[src/rtl/wrr_pkg.sv]
// Shared definitions for the weighted round-robin VC scheduler.
package wrr_pkg;

    localparam int NUM_VC  = 4;
    localparam int VC_ID_W = 2;

    typedef enum logic {
        IDLE,
        SERVE
    } state_e;

    function automatic logic [NUM_VC-1:0] onehot(input logic [VC_ID_W-1:0] id);
        logic [NUM_VC-1:0] oh;
        oh     = '0;
        oh[id] = 1'b1;
        return oh;
    endfunction

endpackage

[src/rtl/wrr_rr_pick.sv]
// Rotating-priority picker: first eligible VC at or after ptr, wrapping mod NUM_VC.
module wrr_rr_pick
    import wrr_pkg::*;
(
    input  logic [NUM_VC-1:0]  eligible,
    input  logic [VC_ID_W-1:0] ptr,
    output logic               found,
    output logic [VC_ID_W-1:0] idx
);

    logic [VC_ID_W-1:0] cand;

    // Scan from the farthest offset down so the closest eligible VC to ptr wins.
    always_comb begin
        found = 1'b0;
        idx   = ptr;
        cand  = ptr;
        for (int k = NUM_VC - 1; k >= 0; k--) begin
            cand = ptr + VC_ID_W'(k);
            if (eligible[cand]) begin
                found = 1'b1;
                idx   = cand;
            end
        end
    end

endmodule

[src/rtl/wrr_vc_scheduler.sv]
// Weighted round-robin scheduler choosing which VC drives the shared output mux.
module wrr_vc_scheduler
    import wrr_pkg::*;
#(
    parameter int WEIGHT_W = 4
) (
    input  logic                       clk,
    input  logic                       reset,
    input  logic [NUM_VC-1:0]          req,
    input  logic [NUM_VC*WEIGHT_W-1:0] weight,
    input  logic                       ready,
    output logic                       grant_valid,
    output logic [VC_ID_W-1:0]         vc_id,
    output logic [NUM_VC-1:0]          grant,
    output logic [NUM_VC-1:0]          pop
);

    state_e              state_q, state_d;
    logic                grant_valid_q, grant_valid_d;
    logic [VC_ID_W-1:0]  vc_id_q, vc_id_d;
    logic [VC_ID_W-1:0]  ptr_q, ptr_d;
    logic [WEIGHT_W-1:0] credit_q, credit_d;

    logic [WEIGHT_W-1:0] weight_arr [NUM_VC];
    logic [NUM_VC-1:0]   eligible;
    logic [VC_ID_W-1:0]  pick_ptr;
    logic [VC_ID_W-1:0]  pick_idx;
    logic                pick_found;
    logic [WEIGHT_W-1:0] credit_dec;
    logic                transfer;
    logic                withdraw;

    always_comb begin
        for (int i = 0; i < NUM_VC; i++) begin
            weight_arr[i] = weight[i*WEIGHT_W +: WEIGHT_W];
            eligible[i]   = req[i] && (weight_arr[i] != '0);
        end
    end

    // While serving, any re-pick starts just past the current VC.
    assign pick_ptr = (state_q == SERVE) ? vc_id_q + VC_ID_W'(1) : ptr_q;

    wrr_rr_pick u_pick (
        .eligible (eligible),
        .ptr      (pick_ptr),
        .found    (pick_found),
        .idx      (pick_idx)
    );

    assign transfer   = (state_q == SERVE) && ready;
    assign withdraw   = (state_q == SERVE) && !ready && !req[vc_id_q];
    assign credit_dec = credit_q - WEIGHT_W'(1);

    always_comb begin
        state_d  = state_q;
        vc_id_d  = vc_id_q;
        ptr_d    = ptr_q;
        credit_d = credit_q;
        case (state_q)
            IDLE: begin
                if (pick_found) begin
                    state_d  = SERVE;
                    vc_id_d  = pick_idx;
                    credit_d = weight_arr[pick_idx];
                end
            end
            SERVE: begin
                if (transfer && (credit_dec != '0) && req[vc_id_q]) begin
                    credit_d = credit_dec;
                end else if (transfer || withdraw) begin
                    // End of turn: leftover credit is forfeited, the winner gets a fresh load.
                    ptr_d = vc_id_q + VC_ID_W'(1);
                    if (pick_found) begin
                        vc_id_d  = pick_idx;
                        credit_d = weight_arr[pick_idx];
                    end else begin
                        state_d  = IDLE;
                        credit_d = '0;
                    end
                end
            end
            default: state_d = IDLE;
        endcase
        grant_valid_d = (state_d == SERVE);
    end

    always_ff @(posedge clk) begin
        if (reset) begin
            state_q       <= IDLE;
            grant_valid_q <= 1'b0;
            vc_id_q       <= '0;
            ptr_q         <= '0;
            credit_q      <= '0;
        end else begin
            state_q       <= state_d;
            grant_valid_q <= grant_valid_d;
            vc_id_q       <= vc_id_d;
            ptr_q         <= ptr_d;
            credit_q      <= credit_d;
        end
    end

    assign grant_valid = grant_valid_q;
    assign vc_id       = vc_id_q;
    assign grant       = grant_valid_q ? onehot(vc_id_q) : '0;
    assign pop         = grant & {NUM_VC{ready}};

endmodule
[config.mk]
export PLATFORM = sky130hd
export DESIGN_NAME = wrr_vc_scheduler
export DESIGN_NICKNAME = d
export VERILOG_FILES = /design/src/rtl/wrr_pkg.sv /design/src/rtl/wrr_rr_pick.sv /design/src/rtl/wrr_vc_scheduler.sv
export SDC_FILE = /design/constraint.sdc
export NUM_CORES = 1
export LEC_CHECK = 0
export CAP_MARGIN = 20
export CORE_MARGIN = 4
export CORE_UTILIZATION = 50
export CTS_CLUSTER_DIAMETER = 50
export CTS_CLUSTER_SIZE = 24
export DETAILED_ROUTE_END_ITERATION = 16
export PLACE_DENSITY = 0.86
export SYNTH_ARGS = -nofsm -noshare
export SYNTH_HDL_FRONTEND = slang
export SYNTH_SLANG_ARGS = --single-unit
[constraint.sdc]
create_clock -name clk -period 6.9 [get_ports clk]
set_input_delay 0.69 -clock clk [delete_from_list [all_inputs] [get_ports clk]]
set_output_delay 0.69 -clock clk [all_outputs]
set_load 0.05 [all_outputs]
After elaboration in Yosys (flattened, before gate mapping)
Index checks and enable logic that the tools add are counted.

storage, ports and cells
  register bits = 9
  input bits = 23
  output and inout bits = 11
  logic and storage cells = 83

operators by class
  add/subtract/negate cells = 5
  $lt $le $gt $ge = 7
  eq/ne operators = 4
  muxes and demuxes = 38
  bitwise gates (word level) = 4
  reductions and logical operators = 21

operator list
  cell                                                         count
  two-way mux 4 bit                                            7
  nonzero test 4 bit                                           5
  two-way mux 2 bit                                            8
  less-than comparator 2 x 3 -> 1 bit (second input constant)  5
  two-way mux 1 bit                                            13
  binary-select mux 1 bit (select 2 bit)                       5
  logical AND 1 bit                                            10
  binary-select mux 4 bit (select 2 bit)                       1
  one-hot mux 4 bit (2 select lines)                           1
  adder 2 x 1 -> 2 bit (second input constant)                 2
  adder 2 bit (second input constant)                          2
  AND 4 bit                                                    1
  != test 2 bit (second input constant)                        2
  one-hot mux 2 bit (2 select lines)                           1
  AND reduction 2 bit                                          2
  subtractor 4 x 1 -> 4 bit (second input constant)            1
  >= comparator 3 bit (second input constant)                  1
  != test 3 x 1 -> 1 bit (second input constant)               1
  inverter 2 -> 3 bit                                          1
  AND reduction 3 bit                                          1
  demux 1 bit (select 2 bit)                                   1
  >= comparator 2 x 1 -> 1 bit (second input constant)         1
  zero test 1 bit                                              2
  != test 2 x 1 -> 1 bit (second input constant)               1
  3 further kinds                                              4

Depth between registers and ports, before layout
  depth after elaboration = 17
  gate-level depth with buffers = 9

By module
A second synthesis with hierarchy kept.

unflattened totals
  cells, all modules = 130
  area, all modules = 1107.3 um^2

by module, submodules not included
  module            instances  cells each  area each (um^2)  sequential area each (um^2)
  wrr_vc_scheduler  1          114         1007.2            180.2
  wrr_rr_pick       1          16          100.1             0.0

Least setup slack after synthesis
No wires, ideal clock.

  kind = reg2reg
  from = reg vc_id_q[0] (netlist: vc_id[0])
  to = reg credit_q[0]
  arrival time = 2.612 ns
  setup slack = 4.150 ns
  cell stages (with the launch flop) = 10
  buffers on the path = 0
  path through = dfxtp_1 > inv_1 > ha_1 > mux2_4 > a32oi_2 > o221ai_2 > nor2_8 > mux2_1 > o21ai_1 > a221oi_2

on the way
  longest elaborated chain between the ends = 17

RTL lines
  element                                               line                                            text
  from (decl)                                           wrr_vc_scheduler.sv:20                          logic [VC_ID_W-1:0] vc_id_q, vc_id_d;
  from (signal assigned)                                wrr_vc_scheduler.sv:97                          vc_id_q <= vc_id_d;
  adder 2 x 1 -> 2 bit                                  wrr_vc_scheduler.sv:41                          assign pick_ptr = (state_q == SERVE) ? vc_id_q + VC_ID_W'(1) : ptr_q;
  two-way mux 2 bit                                     wrr_vc_scheduler.sv:41
  adder 2 bit                                           wrr_rr_pick.sv:19                               cand = ptr + VC_ID_W'(k);
  binary-select mux 1 bit (select 2 bit)                wrr_rr_pick.sv:20                               if (eligible[cand]) begin
  two-way mux 1 bit (implied by the code)               wrr_rr_pick.sv:20
  two-way mux 2 bit (4 in a row)                        wrr_rr_pick.sv:20
  inverter 2 -> 3 bit (implied by the code)             wrr_vc_scheduler.sv:64, wrr_vc_scheduler.sv:75
  binary-select mux 4 bit (select 2 bit)                wrr_vc_scheduler.sv:64, wrr_vc_scheduler.sv:75
  two-way mux 4 bit (implied by the code) (2 in a row)  wrr_vc_scheduler.sv:64, wrr_vc_scheduler.sv:75
  two-way mux 4 bit                                     wrr_vc_scheduler.sv:73                          if (pick_found) begin
  two-way mux 4 bit                                     wrr_vc_scheduler.sv:70                          end else if (transfer || withdraw) begin
  two-way mux 4 bit                                     wrr_vc_scheduler.sv:68                          if (transfer && (credit_dec != '0) && req[vc_id_q]) begin
  one-hot mux 4 bit (2 select lines)                    wrr_vc_scheduler.sv:59                          case (state_q)
  to (signal assigned)                                  wrr_vc_scheduler.sv:99                          credit_q <= credit_d;
  to (decl)                                             wrr_vc_scheduler.sv:22                          logic [WEIGHT_W-1:0] credit_q, credit_d;

Several ways; a longest one is shown, not always the timed one. The select of a mux whose other input is x is not followed.
A chain may end at the register's enable or synchronous reset.

Worst setup path after layout
  from = in ready
  to = out pop[2]

on the way
  longest elaborated chain between the ends = 1

RTL lines
  element      line                     text
  from (decl)  wrr_vc_scheduler.sv:11   input logic ready,
  AND 4 bit    wrr_vc_scheduler.sv:106  assign pop = grant & {NUM_VC{ready}};
  to (decl)    wrr_vc_scheduler.sv:15   output logic [NUM_VC-1:0] pop

No other way between the ends.

==> flow_metrics.py <==
metrics = {
    "status": {
        "status": "finished clean",
    },
    "timing": {
        "hold_viol": 0,
        "relSlewSlack_pct": 59.0,
        "rsz0062_at_grt": "no",
        "setup_ws_ns": 3.85,
        "fin_setup_tns_ns": 0,
        "worst_pin_slew_ns": 0.607,
        "fin_skew_ns": 0.0112,
        "fin_crit_sh_pct": 44.2,
        "slew_violations": 0,
        "max_freq_mhz": 328,
        "final-setup-viol-count": 0,
        "min_period_ns": 3.05,
    },
    "power_and_ir_drop": {
        "seqPwrFrac_pct": 26.6,
        "leakage_nw": 0.524,
        "switching_share_pct": 43.8,
        "p_comb_share_pct": 58.4,
        "clkPwrFrac_pct": 15.1,
        "switchingPower_mw": 0.121,
        "p_total_mw": 0.276,
        "p_per_area_nw_per_um2": 194,
        "p_int_mw": 0.155,
        "ir_drop_mv": 0.138,
    },
    "global_routing": {
        "grt_max_degree": 20,
        "grt_pass1_vias": 1085,
        "antenna_found_initial": 0,
        "track_usage_pct": 22.9,
        "grt_pass1_wl_mm": 4.83,
        "gr-total-overflow": 0,
    },
    "yosys": {
        "ys_warn_count": 0,
        "syn_nets": 151,
        "ys_types": 43,
        "synth_area_sq_um": 1060,
        "yosysMostFrequentCell": "nor2_1",
        "synth_edf_count": 0,
        "ys_async_sr_fraction_pct": 0,
        "ys_ff_latch": 9,
        "syn_avg_cell_area_sq_um": 8.68,
        "ys_seq_area_share_pct": 17.0,
        "synth_flop_cell": "dfxtp_1",
        "synthTopCellsByArea": "dfxtp_1 (17%), ha_1 (7.1%), mux2i_1 (6.6%), nor2_1 (3.9%), mux2_1 (3.2%)",
        "yosys.area.top_type_share_pct": 17.0,
        "synth_common_cells": "nor2_1 (11), dfxtp_1 (9), mux2i_1 (7)",
        "yosys.area.top_type": "dfxtp_1",
        "synthCells": 122,
    },
    "route": {
        "highest_layer": "met4",
        "firstDrtPassIters": 5,
        "vias": 1098,
        "wl_met3_microns": 116,
        "wl_per_cell_microns": 16.1,
        "drc": 0,
        "drt_wl_total_mm": 2.94,
        "wl_met1_mm": 1.21,
        "wl_met2_mm": 1.59,
        "vias_per_cell": 6.03,
        "first_iter_violations": 19,
        "ant_nets": 0,
    },
    "clock_network": {
        "cts-root-buf": "clkbuf_4",
        "cts_tree": "built",
        "cts.sinks": 9,
        "clock_path_buffers": 2,
        "cts_setup_buffers": 0,
        "h-tree-depth": 1,
        "insertion_delay_ns": 0.27,
        "cts_buffers": 3,
        "clkSlewWorstSetupHoldPaths_ns": 0.06,
        "ctsHoldBuffers": 0,
        "ctsResizeCount": 0,
    },
    "cells_and_area": {
        "final_layout_size_suffix_gt1_share_pct": 11.0,
        "synthToLayoutAreaGrowth_pct": 34.8,
        "diodes": 0,
        "fin_nets": 185,
    },
    "critical_path": {
        "rrSetupSlack_ns": 4.26,
        "cp_common_cell": "clkdlybuf4s50_1",
        "startpoint_type": "input pin",
        "reg2regPathDepth": 9,
        "critPathCaptureType": "output pin",
        "cp-startpoint": "ready",
        "path_max_fanout": 11,
        "critPathTopFamily": "buffers and inverters",
        "criticalPathCategory": "in2out",
        "cp.required_ns": 6.21,
        "cpPeakStageDelay_ns": 0.80,
        "rr_startpoint": "vc_id[0]",
        "crit_chain": "clkdlybuf4s50_1 -> and3_1 -> clkdlybuf4s50_1",
        "arrival_ns": 2.36,
        "critPathSlowestCell": "clkdlybuf4s50_1",
        "r2r_end": "credit_q[0]",
        "cp_num_buf_inv": 2,
    },
    "die": {
        "floorplan.initialDensity_pct": 53.4,
        "dieWidth_microns": 54.0,
        "dieArea_sq_um": 2920,
        "std_cell_rows": 16,
        "die_h_microns": 54.0,
        "ios": 34,
        "core_sq_um": 1980,
    },
    "placed_design": {
        "io_buffer_count": 33,
        "place_congestion": 0.817,
        "pre_cts_slack_ns": 3.86,
        "dpl.hpwl_mm": 2.43,
    },
    "job": {
        "cap_violations": 0,
    },
    "hold_path": {
        "min-delay-start": "ptr_q[1]",
        "hold_end": "ptr_q[1]",
        "whs_path_depth": 2,
        "min_path_type": "reg2reg",
    },
}
## flip-flops by register name (all words and copies together) (netlist names)
register	cells
credit_q	4
ptr_q	2
vc_id	2
grant_valid	1
## metrics by stage
step,hold WS (ns),util (%),cell area [sq um],std cells
6_report,0.518,72.0,1430,182
5_1_grt,0.573,72.0,1430,182
4_1_cts,0.522,72.0,1430,182
3_5_place_dp,0.507,70.6,1400,178
3_3_place_gp,0.474,70.6,1400,178
2_1_floorplan,0.461,-,1060,122
## cells in the final DEF (no fill, tap or decap), types with 3 or more instances in the layout
cell type	n
a21oi_1	6
and2_1	5
and3_1	5
clkbuf_4	3
clkdlybuf4s50_1	33
dfxtp_1	9
ha_1	6
inv_1	5
mux2_1	3
mux2i_1	7
nand2_1	6
nand2b_1	4
nand3_1	4
nand4_1	3
nor2_1	11
o2111ai_1	3
o21ai_0	3
o21ai_1	4
o22a_1	3
o41a_1	3
## worst max path at each step
stage / to / cells past startpoint
floorplan: credit_q[0] / 9
global placement: pop[2] / 3
detailed placement: credit_q[1] / 7
CTS: pop[2] / 3
global route: pop[3] / 3
finish: pop[2] / 3
## power by group through the flow
stage                     combinational (mW)  clock [mW]  sequential [mW]
after floorplan                        0.111           0           0.0776
after global placement                 0.155           0           0.0734
after detailed placement               0.160           0           0.0741
after CTS                              0.161      0.0426           0.0730
after global routing                   0.176      0.0448           0.0751
final                                  0.161      0.0416           0.0733
## final cells by class
type                            count  area [sq um]
Tap cell                           27          33.8
Clock buffer                        4          26.3
Inverter                            5          18.8
Sequential cell                     9           180
Timing Repair Buffer               33           330
Fill cell                         154           556
Multi-Input combinational cell    104           837
## tightest hold or removal path: stages (launching register included)
cell,delay (ns)
dfxtp_1,0.33
mux2i_1,0.07
nor2_1,0.08
## cell families after synthesis
kind of cell / Yosys count / share of synthesized area [%]
AOI/OAI and AO/OA: 41 / 34.6
adders and majority gates: 6 / 7.09
xor gates and xnor gates: 2 / 1.66
buffers and inverters: 9 / 3.90
DFF: 9 / 17.0
muxes: 12 / 13.4
and+or+nand+nor: 43 / 22.3
## metal layers
metal	track usage, %	vias up
met5	0	-
met3	4.43	2
met1	27.0	525
met4	4.98	0
li1	-	540
met2	42.3	31
(Power assumes the default switching activity.)
